**src/rtl/hora_bcd_display_pkg.sv**
```systemverilog
`default_nettype none
// ============================================================================
// Module : hora_bcd_display_pkg
// Brief  : Shared constants for the hour display path (7-seg codes, FSM states).
// Rev    : 1.0 - initial release
// ============================================================================
package hora_bcd_display_pkg;

    localparam logic [4:0] HORA_MAX   = 5'd23;
    localparam logic [2:0] ITER_COUNT = 3'd5;

    // Segment order {g,f,e,d,c,b,a}, active-low
    localparam logic [6:0] SEG_0    = 7'b1000000;
    localparam logic [6:0] SEG_1    = 7'b1111001;
    localparam logic [6:0] SEG_2    = 7'b0100100;
    localparam logic [6:0] SEG_3    = 7'b0110000;
    localparam logic [6:0] SEG_4    = 7'b0011001;
    localparam logic [6:0] SEG_5    = 7'b0010010;
    localparam logic [6:0] SEG_6    = 7'b0000010;
    localparam logic [6:0] SEG_7    = 7'b1111000;
    localparam logic [6:0] SEG_8    = 7'b0000000;
    localparam logic [6:0] SEG_9    = 7'b0010000;
    localparam logic [6:0] SEG_DASH = 7'b0111111;
    localparam logic [6:0] SEG_OFF  = 7'b1111111;

    typedef enum logic [1:0] {
        ST_IDLE  = 2'd0,
        ST_SHIFT = 2'd1,
        ST_DONE  = 2'd2
    } conv_state_e;

endpackage
`default_nettype wire

```
**src/rtl/hora_bcd_display_bcd_a_7seg.sv**
```systemverilog
`default_nettype none
// ============================================================================
// Module : bcd_a_7seg
// Brief  : 4-bit BCD digit to active-low 7-segment pattern.
// Rev    : 1.0 - initial release
// ============================================================================
module bcd_a_7seg
    import hora_bcd_display_pkg::*;
(
    input  logic [3:0] bcd_in,
    output logic [6:0] seg_out
);

    always_comb begin
        seg_out = SEG_OFF;
        case (bcd_in)
            4'd0:    seg_out = SEG_0;
            4'd1:    seg_out = SEG_1;
            4'd2:    seg_out = SEG_2;
            4'd3:    seg_out = SEG_3;
            4'd4:    seg_out = SEG_4;
            4'd5:    seg_out = SEG_5;
            4'd6:    seg_out = SEG_6;
            4'd7:    seg_out = SEG_7;
            4'd8:    seg_out = SEG_8;
            4'd9:    seg_out = SEG_9;
            default: seg_out = SEG_OFF;
        endcase
    end

endmodule
`default_nettype wire

```
**src/rtl/hora_bcd_display.sv**
```systemverilog
`default_nettype none
// ============================================================================
// Module : hora_bcd_display
// Brief  : Hour value to BCD (sequential double-dabble) and 2-digit 7-seg scan.
// Rev    : 1.0 - initial release
// ============================================================================
module hora_bcd_display
    import hora_bcd_display_pkg::*;
#(
    parameter int unsigned REFRESH_DIV = 50000,
    parameter int unsigned MAX_VAL     = 32'(HORA_MAX)
) (
    input  logic       clk,
    input  logic       reset_clk,
    input  logic [4:0] conta_in,
    input  logic       conta_valid,
    output logic       busy,
    output logic [3:0] bcd_dec,
    output logic [3:0] bcd_uni,
    output logic       rango_err,
    output logic [6:0] seg,
    output logic [1:0] an
);

    conv_state_e state_q, state_d;
    logic [4:0]  shreg_q, shreg_d;
    logic [7:0]  scratch_q, scratch_d;
    logic [7:0]  scratch_adj;
    logic [2:0]  iter_q, iter_d;
    logic        err_pend_q, err_pend_d;
    logic [3:0]  bcd_dec_q, bcd_dec_d;
    logic [3:0]  bcd_uni_q, bcd_uni_d;
    logic        rango_err_q, rango_err_d;

    logic [15:0] refresh_q, refresh_d;
    logic        sel_q, sel_d;
    logic [1:0]  an_q, an_d;
    logic [6:0]  seg_q, seg_d;
    logic [3:0]  digit_mux;
    logic [6:0]  seg_enc;
    logic        refresh_last;

    always_comb begin
        scratch_adj[3:0] = (scratch_q[3:0] >= 4'd5) ? scratch_q[3:0] + 4'd3 : scratch_q[3:0];
        scratch_adj[7:4] = (scratch_q[7:4] >= 4'd5) ? scratch_q[7:4] + 4'd3 : scratch_q[7:4];
    end

    always_comb begin
        state_d     = state_q;
        shreg_d     = shreg_q;
        scratch_d   = scratch_q;
        iter_d      = iter_q;
        err_pend_d  = err_pend_q;
        bcd_dec_d   = bcd_dec_q;
        bcd_uni_d   = bcd_uni_q;
        rango_err_d = rango_err_q;
        case (state_q)
            ST_IDLE: begin
                if (conta_valid) begin
                    shreg_d    = conta_in;
                    scratch_d  = 8'd0;
                    iter_d     = ITER_COUNT;
                    // The shift register is consumed, so range is judged at capture
                    err_pend_d = (32'(conta_in) > MAX_VAL);
                    state_d    = ST_SHIFT;
                end
            end
            ST_SHIFT: begin
                {scratch_d, shreg_d} = {scratch_adj, shreg_q} << 1;
                iter_d = iter_q - 3'd1;
                if (iter_q == 3'd1) begin
                    state_d = ST_DONE;
                end
            end
            ST_DONE: begin
                bcd_dec_d   = scratch_q[7:4];
                bcd_uni_d   = scratch_q[3:0];
                rango_err_d = err_pend_q;
                state_d     = ST_IDLE;
            end
            default: state_d = ST_IDLE;
        endcase
    end

    // Scan registers are fed from next-state digits so the display tracks the DONE edge
    always_comb begin
        refresh_last = (refresh_q == 16'(REFRESH_DIV - 1));
        refresh_d    = refresh_last ? 16'd0 : refresh_q + 16'd1;
        sel_d        = sel_q ^ refresh_last;
        digit_mux    = sel_d ? bcd_dec_d : bcd_uni_d;
        an_d         = sel_d ? 2'b01 : 2'b10;
        seg_d        = rango_err_d ? SEG_DASH : seg_enc;
    end

    bcd_a_7seg u_bcd_a_7seg (
        .bcd_in  (digit_mux),
        .seg_out (seg_enc)
    );

    always_ff @(posedge clk) begin
        if (reset_clk) begin
            state_q     <= ST_IDLE;
            shreg_q     <= 5'd0;
            scratch_q   <= 8'd0;
            iter_q      <= 3'd0;
            err_pend_q  <= 1'b0;
            bcd_dec_q   <= 4'd0;
            bcd_uni_q   <= 4'd0;
            rango_err_q <= 1'b0;
            refresh_q   <= 16'd0;
            sel_q       <= 1'b0;
            an_q        <= 2'b10;
            seg_q       <= SEG_0;
        end else begin
            state_q     <= state_d;
            shreg_q     <= shreg_d;
            scratch_q   <= scratch_d;
            iter_q      <= iter_d;
            err_pend_q  <= err_pend_d;
            bcd_dec_q   <= bcd_dec_d;
            bcd_uni_q   <= bcd_uni_d;
            rango_err_q <= rango_err_d;
            refresh_q   <= refresh_d;
            sel_q       <= sel_d;
            an_q        <= an_d;
            seg_q       <= seg_d;
        end
    end

    assign busy      = (state_q != ST_IDLE);
    assign bcd_dec   = bcd_dec_q;
    assign bcd_uni   = bcd_uni_q;
    assign rango_err = rango_err_q;
    assign seg       = seg_q;
    assign an        = an_q;

endmodule
`default_nettype wire

```
**config.mk**
```make
export PLATFORM = sky130hd
export DESIGN_NAME = hora_bcd_display
export DESIGN_NICKNAME = d
export VERILOG_FILES = /design/src/rtl/hora_bcd_display_pkg.sv /design/src/rtl/hora_bcd_display_bcd_a_7seg.sv /design/src/rtl/hora_bcd_display.sv
export SDC_FILE = /design/constraint.sdc
export NUM_CORES = 1
export LEC_CHECK = 0
export ABC_AREA = 1
export BUFFER_PORTS_ARGS = -buffer_cell sky130_fd_sc_hd__buf_2
export CORE_UTILIZATION = 54
export CTS_BUF_LIST = sky130_fd_sc_hd__clkbuf_16
export DETAILED_ROUTE_END_ITERATION = 12
export GPL_ROUTABILITY_DRIVEN = 0
export HOLD_SLACK_MARGIN = 0.02
export MAX_ROUTING_LAYER = met4
export PLACE_DENSITY = 0.74
export REMOVE_ABC_BUFFERS = 1
export SYNTH_ARGS = -nofsm -noshare
export SYNTH_HDL_FRONTEND = slang
export SYNTH_SLANG_ARGS = --single-unit
```
**constraint.sdc**
```tcl
create_clock -name clk -period 3.5 [get_ports clk]
set_input_delay 0.7 -clock clk [delete_from_list [all_inputs] [get_ports clk]]
set_output_delay 0.7 -clock clk [all_outputs]
set_load 0.02 [all_outputs]
```
# [Word-level counts from Yosys, hierarchy flattened]
# Memories as Yosys holds them, arrays and structs flattened.
# Cells that the tools add are included.
[totals] ff_bits=54 romBits=112 out_inout_bits=19 memories=1
[classes] add_sub_neg=4 magnitude_cmp=3 eq_ne=6 muxes=17 bitwise_logic=1 reduce_logical=7
[memory_table] memory="(name not given)" words=16 width=7 rd=1 rd_clocked_by_memory_dff=0 wr=0 line_no="hora_bcd_display_bcd_a_7seg.sv:16" text="case (bcd_in)"
[op_table] cell="adder 16 x 1 -> 16 bit, second input constant" count=1
[op_table] cell="== test 16 bit, second input constant" count=1
[op_table] cell="2-to-1 mux 4 bit" count=4
[op_table] cell="one-hot mux 8 bit (2 select lines)" count=1
[op_table] cell="one-hot mux 5 bit (2 select lines)" count=1
[op_table] cell=">= comparator 4 x 3 -> 1 bit, second input constant" count=2
[op_table] cell="2-to-1 mux 8 bit" count=1
[op_table] cell="2-to-1 mux 7 bit" count=1
[op_table] cell="2-to-1 mux 2 bit" count=3
[op_table] cell="2-to-1 mux 3 bit" count=2
[op_table] cell="one-hot mux 3 bit (2 select lines)" count=1
[op_table] cell="AND reduction 2 bit" count=3
[op_table] cell="greater-than comparator 5 bit, second input constant" count=1
[op_table] cell="2-to-1 mux 5 bit" count=1
[op_table] cell="adder 4 x 2 -> 4 bit, second input constant" count=1
[op_table] cell="inequality test 2 bit, second input constant" count=2
[op_table] cell="one-hot mux 2 bit (2 select lines)" count=1
[op_table] cell="nonzero test 2 bit" count=2
[op_table] cell="adder 3 x 2 -> 3 bit, second input constant" count=1
[op_table] cell="== test 3 x 1 -> 1 bit, second input constant" count=1
[op_table] cell="subtractor 3 x 1 -> 3 bit, second input constant" count=1
[op_table] cell="== test 2 x 1 -> 1 bit, second input constant" count=1
[op_table] cell="== test 2 bit, second input constant" count=1
[op_table] cell="logical NOT 2 bit" count=1
[op_table] cell="other kinds (3)" count=3

# [Longest topological paths before layout]
# An unclocked memory read counts as a cell.
[depth] ltp_word=5 ltp_mapped=16

# [By module]
# Synthesis repeated with hierarchy kept, for this count alone.
[unflattened] cells_unflattened=383 area_unflattened_um2=2695.1
[by_module_without_submodules] mod="hora_bcd_display" instances=1 cells_per_inst=348 area_each_um2=2507.4
[by_module_without_submodules] mod="bcd_a_7seg" instances=1 cells_per_inst=35 area_each_um2=187.7

# [Least setup slack after synthesis]
# Ideal clock, no wire load.
[synth_timing] path_type="reg2reg" startpoint="reg refresh_q[0]" endpoint="reg seg_q[3], in the netlist seg[3]" setup_ps=128 arrival_ps=1886 setup_slack_ps=1487 stages_incl_launch_ff=15 synth_period_minus_slack_ps=2013 path_cell_list="dfxtp_1 ha_1 nand3_2 nor2_4 nand3_4 nand2_4 nand2_1 nand2_1 inv_1 ha_1 inv_1 nor2_1 nor2_1 nor2_1 nor2_1"
[synth_between] elab_chain_cells=5
[synth_rtl] item="from (decl)" line_no="hora_bcd_display.sv:35" text="logic [15:0] refresh_q, refresh_d;"
[synth_rtl] item="from (signal assigned)" line_no="hora_bcd_display.sv:123" text="refresh_q <= refresh_d;"
[synth_rtl] item="== test 16 bit" line_no="hora_bcd_display.sv:87" text="refresh_last = (refresh_q == 16'(REFRESH_DIV - 1));"
[synth_rtl] item="XOR 1 bit" line_no="hora_bcd_display.sv:89" text="sel_d = sel_q ^ refresh_last;"
[synth_rtl] item="2-to-1 mux 4 bit" line_no="hora_bcd_display.sv:90" text="digit_mux = sel_d ? bcd_dec_d : bcd_uni_d;"
[synth_rtl] item="memory (16 x 7 bit)"
[synth_rtl] item="2-to-1 mux 7 bit" line_no="hora_bcd_display.sv:92" text="seg_d = rango_err_d ? SEG_DASH : seg_enc;"
[synth_rtl] item="to (signal assigned)" line_no="hora_bcd_display.sv:126" text="seg_q <= seg_d;"
[synth_rtl] item="to (decl)" line_no="hora_bcd_display.sv:38" text="logic [6:0] seg_q, seg_d;"
# No other way between the ends.
# A chain may end at the register's enable or synchronous reset.

# [Worst setup path after layout]
# Same ends and word-level chain as after synthesis.

==> impl_results.md <==
* Outcome: finished clean
* Fin nets at roughly 400
* Number of hold buffers added after CTS at 0
* Rel. slew slack at 0.548
* Ant diodes at 0
* Slowest cell on the critical path: dfxtp_1
* Clk_skew at about 8.3 ps
* All-layer global routing usage at 0.223
* Tmin final at 2310 ps
* Startpoint type of the worst setup path: flop
* Final slew viol count at 0
* Ys flop type: dfxtp_1
* # IOs at 27
* Fin. Hold Viols at 0
* Cell area after layout at slightly above 3000 µm²
* Clock slew at reported path FFs at 70 ps
* Avg Inst Size Synth at around 7.4 µm²
* Port bufs at 26
* Synth unique cells at 39
* Sequential fraction of the synthesis area at 0.393
* PostCTS Resize Cnt at 0
* Core area at approximately 4800 µm²
* Global route overflow at 0
* CP endpoint kind: flop
* Critical path class: reg -> reg
* First-pass detailed-route iteration total at 4
* Global Route met2 Usage at 0.372
* DR WL/cell at between 10 and 15 µm
* Worst skew pair latency at 290 ps
* Ys Warns at 0
* Final period util at 0.661
* Commonest non-fill, non-tap cells in the layout: 64 x nand2_1, 53 x dfxtp_1, 51 x nor2_1
* Synth Instances at between 300 and 400
* Initial DRC Count at between 100 and 150
* Critical Path AT at 2470 ps
* Worst-path cell chain: ha_1 -> nand3_2 -> nor2_4 -> nand3_4 -> nand2_4 -> nand2_1 -> nand2_1 -> inv_1 -> ha_1 -> inv_1 -> nor2_1 -> nor2_1 -> nor2_1 -> nor2_1
* Initial antenna violation count at 0
* Die ar. at 5290 µm²
* Die span in y at approximately 73 µm
* Synth Cell Area at around 2700 µm²
* CTS tree: yes
* Post-synth EDFFs at 0
* Total routed wirelength at ~5 mm
* P_leak at between 1 and 1.5 nW
* Endpoints failing setup at 0
* Postcts setup bufs at 0
* Die width at a little over 70 µm
* Area Growth Syn to Fin at 12.0%
* Clk sinks at 53
* Max-cap violations at 0
* Peak supply drop at around 250 µV
* Max Fanout on Critical Path at 6
* #FFs+latches synth at between 50 and 60
* Power Dens Cells at 406 nW/µm²
* Max frequency at 0.432 GHz
* Cell family with most CP delay: simple AND/OR/NAND/NOR gates
* Vias/cell at about 5
* CTS buffer count at 5
* DRC Markers at 0
* Row count at 25
* Met1 Use GR at 0.279
* Htree depth at 2
* Commonest non-fill, non-tap cell in the layout: nand2_1
* CP peak stage delay at between 300 and 400 ps
* Clk root buf: clkbuf_16
* Worst EP required at 3660 ps
* Clock tree buffer depth at 2
* Hold Path Class: reg -> reg
* Vias in the first global route at between 2000 and 2500
* Post-route ant nets at 0
* Initial core utilization at 0.568
* Pin count of the biggest net entering global routing at 28
* Setup TNS at 0 ps
* Measured slew at the worst slew-check pin at roughly 680 ps
* First-pass GRT wire length at roughly 9 mm
* CP Buf/Inv Count at 2
* Fraction of layout cells with a size suffix above 1 at 0.164
* DP Wirelength at about 3.8 mm
* Most used cell, CP: nor2_1
* DP Area at between 2000 and 3000 µm²
* Unrepaired setup endpoints after global routing: no
* Busiest grt layer: met2
* Routed vias at roughly 2300
* Post-synth ARST share at 0
* Met3 usage at 0.0414
-- metrics by stage --
stage	std cells	utilization	power, W	setup WS, ps	hold slack [ps]
detailed placement	449	0.606	0.000762	1160	441
CTS	457	0.636	0.00124	1170	453
global placement	449	0.606	0.000758	1260	430
floorplan	355	-	0.000726	1490	418
global route	457	0.636	0.00129	959	474
finish	457	0.636	0.00123	1190	449
-- flip-flops by register name (all words and copies together), names as in the netlist --
register and cells:
scratch_q 8, seg 7, bcd_dec 4, err_pend_q 1, shreg_q 5, an 2
rango_err 1, refresh_q 16, state_q 2, iter_q 3, bcd_uni 4
-- routing by layer --
metal	vias to the layer above	share of wire
met1	1012	0.49
li1	1207	-
met3	5	0.032
met5	-	0
met4	0	0.0079
met2	35	0.47
-- cell type report --
| type | count | area (µm²) |
|---|---|---|
| clock buffers | 5 | 125 |
| inverters | 51 | 194 |
| multi-input cells | 251 | 1410 |
| flip-flops and latches | 53 | 1060 |
| repair buffers | 27 | 138 |
| well taps | 67 | 83.8 |
| clock inverters | 3 | 17.5 |
| fillers | 452 | 1730 |
-- report_power, final --
part           internal, W  leakage (nW)  switching [W]
Sequential        0.000624         0.430      0.0000115
Combinational    0.0000378         0.889      0.0000741
Clock             0.000264        0.0754       0.000216
Total             0.000926          1.39       0.000302
-- cells in the mapped netlist, types with 2 or more instances --
cell / instances / area, µm²
dfxtp_1: 53 / 1060
nand4_1: 2 / 12.5
nor4_1: 2 / 12.5
nor2_1: 51 / 191
nand2_4: 8 / 90.1
nor2_4: 2 / 22.5
a31oi_1: 4 / 25.0
nand3_1: 25 / 125
nor3_1: 5 / 25.0
nor3b_1: 2 / 15.0
ha_1: 13 / 163
inv_1: 47 / 176
or2_2: 3 / 18.8
clkbuf_1: 6 / 22.5
nand2_2: 5 / 31.3
nand3_2: 3 / 30.0
nand3b_1: 2 / 15.0
a21oi_1: 27 / 135
buf_2: 2 / 10.0
inv_2: 2 / 7.51
o21ai_0: 18 / 90.1
xnor2_1: 2 / 17.5
nand2_1: 64 / 240
-- kinds of logic after synthesis --
group	count (synthesis)	share of synthesized area
and+or+nand+nor	181	0.343
buffers and inverters	60	0.0866
AOI/OAI and AO/OA	53	0.104
DFF	53	0.393
adders and majority gates	13	0.0602
xor gates and xnor gates	3	0.00973
muxes	1	0.00371
-- worst paths after layout --
check,from,end,slack [ps],cells after the start
max,refresh_q[0],seg[3],1190,14
min,refresh_q[0],refresh_q[0],450,1
max reg2reg,refresh_q[0],seg[3],1190,14
min reg2reg,refresh_q[0],refresh_q[0],450,1
Note: power is estimated with default switching activity, not from simulation.
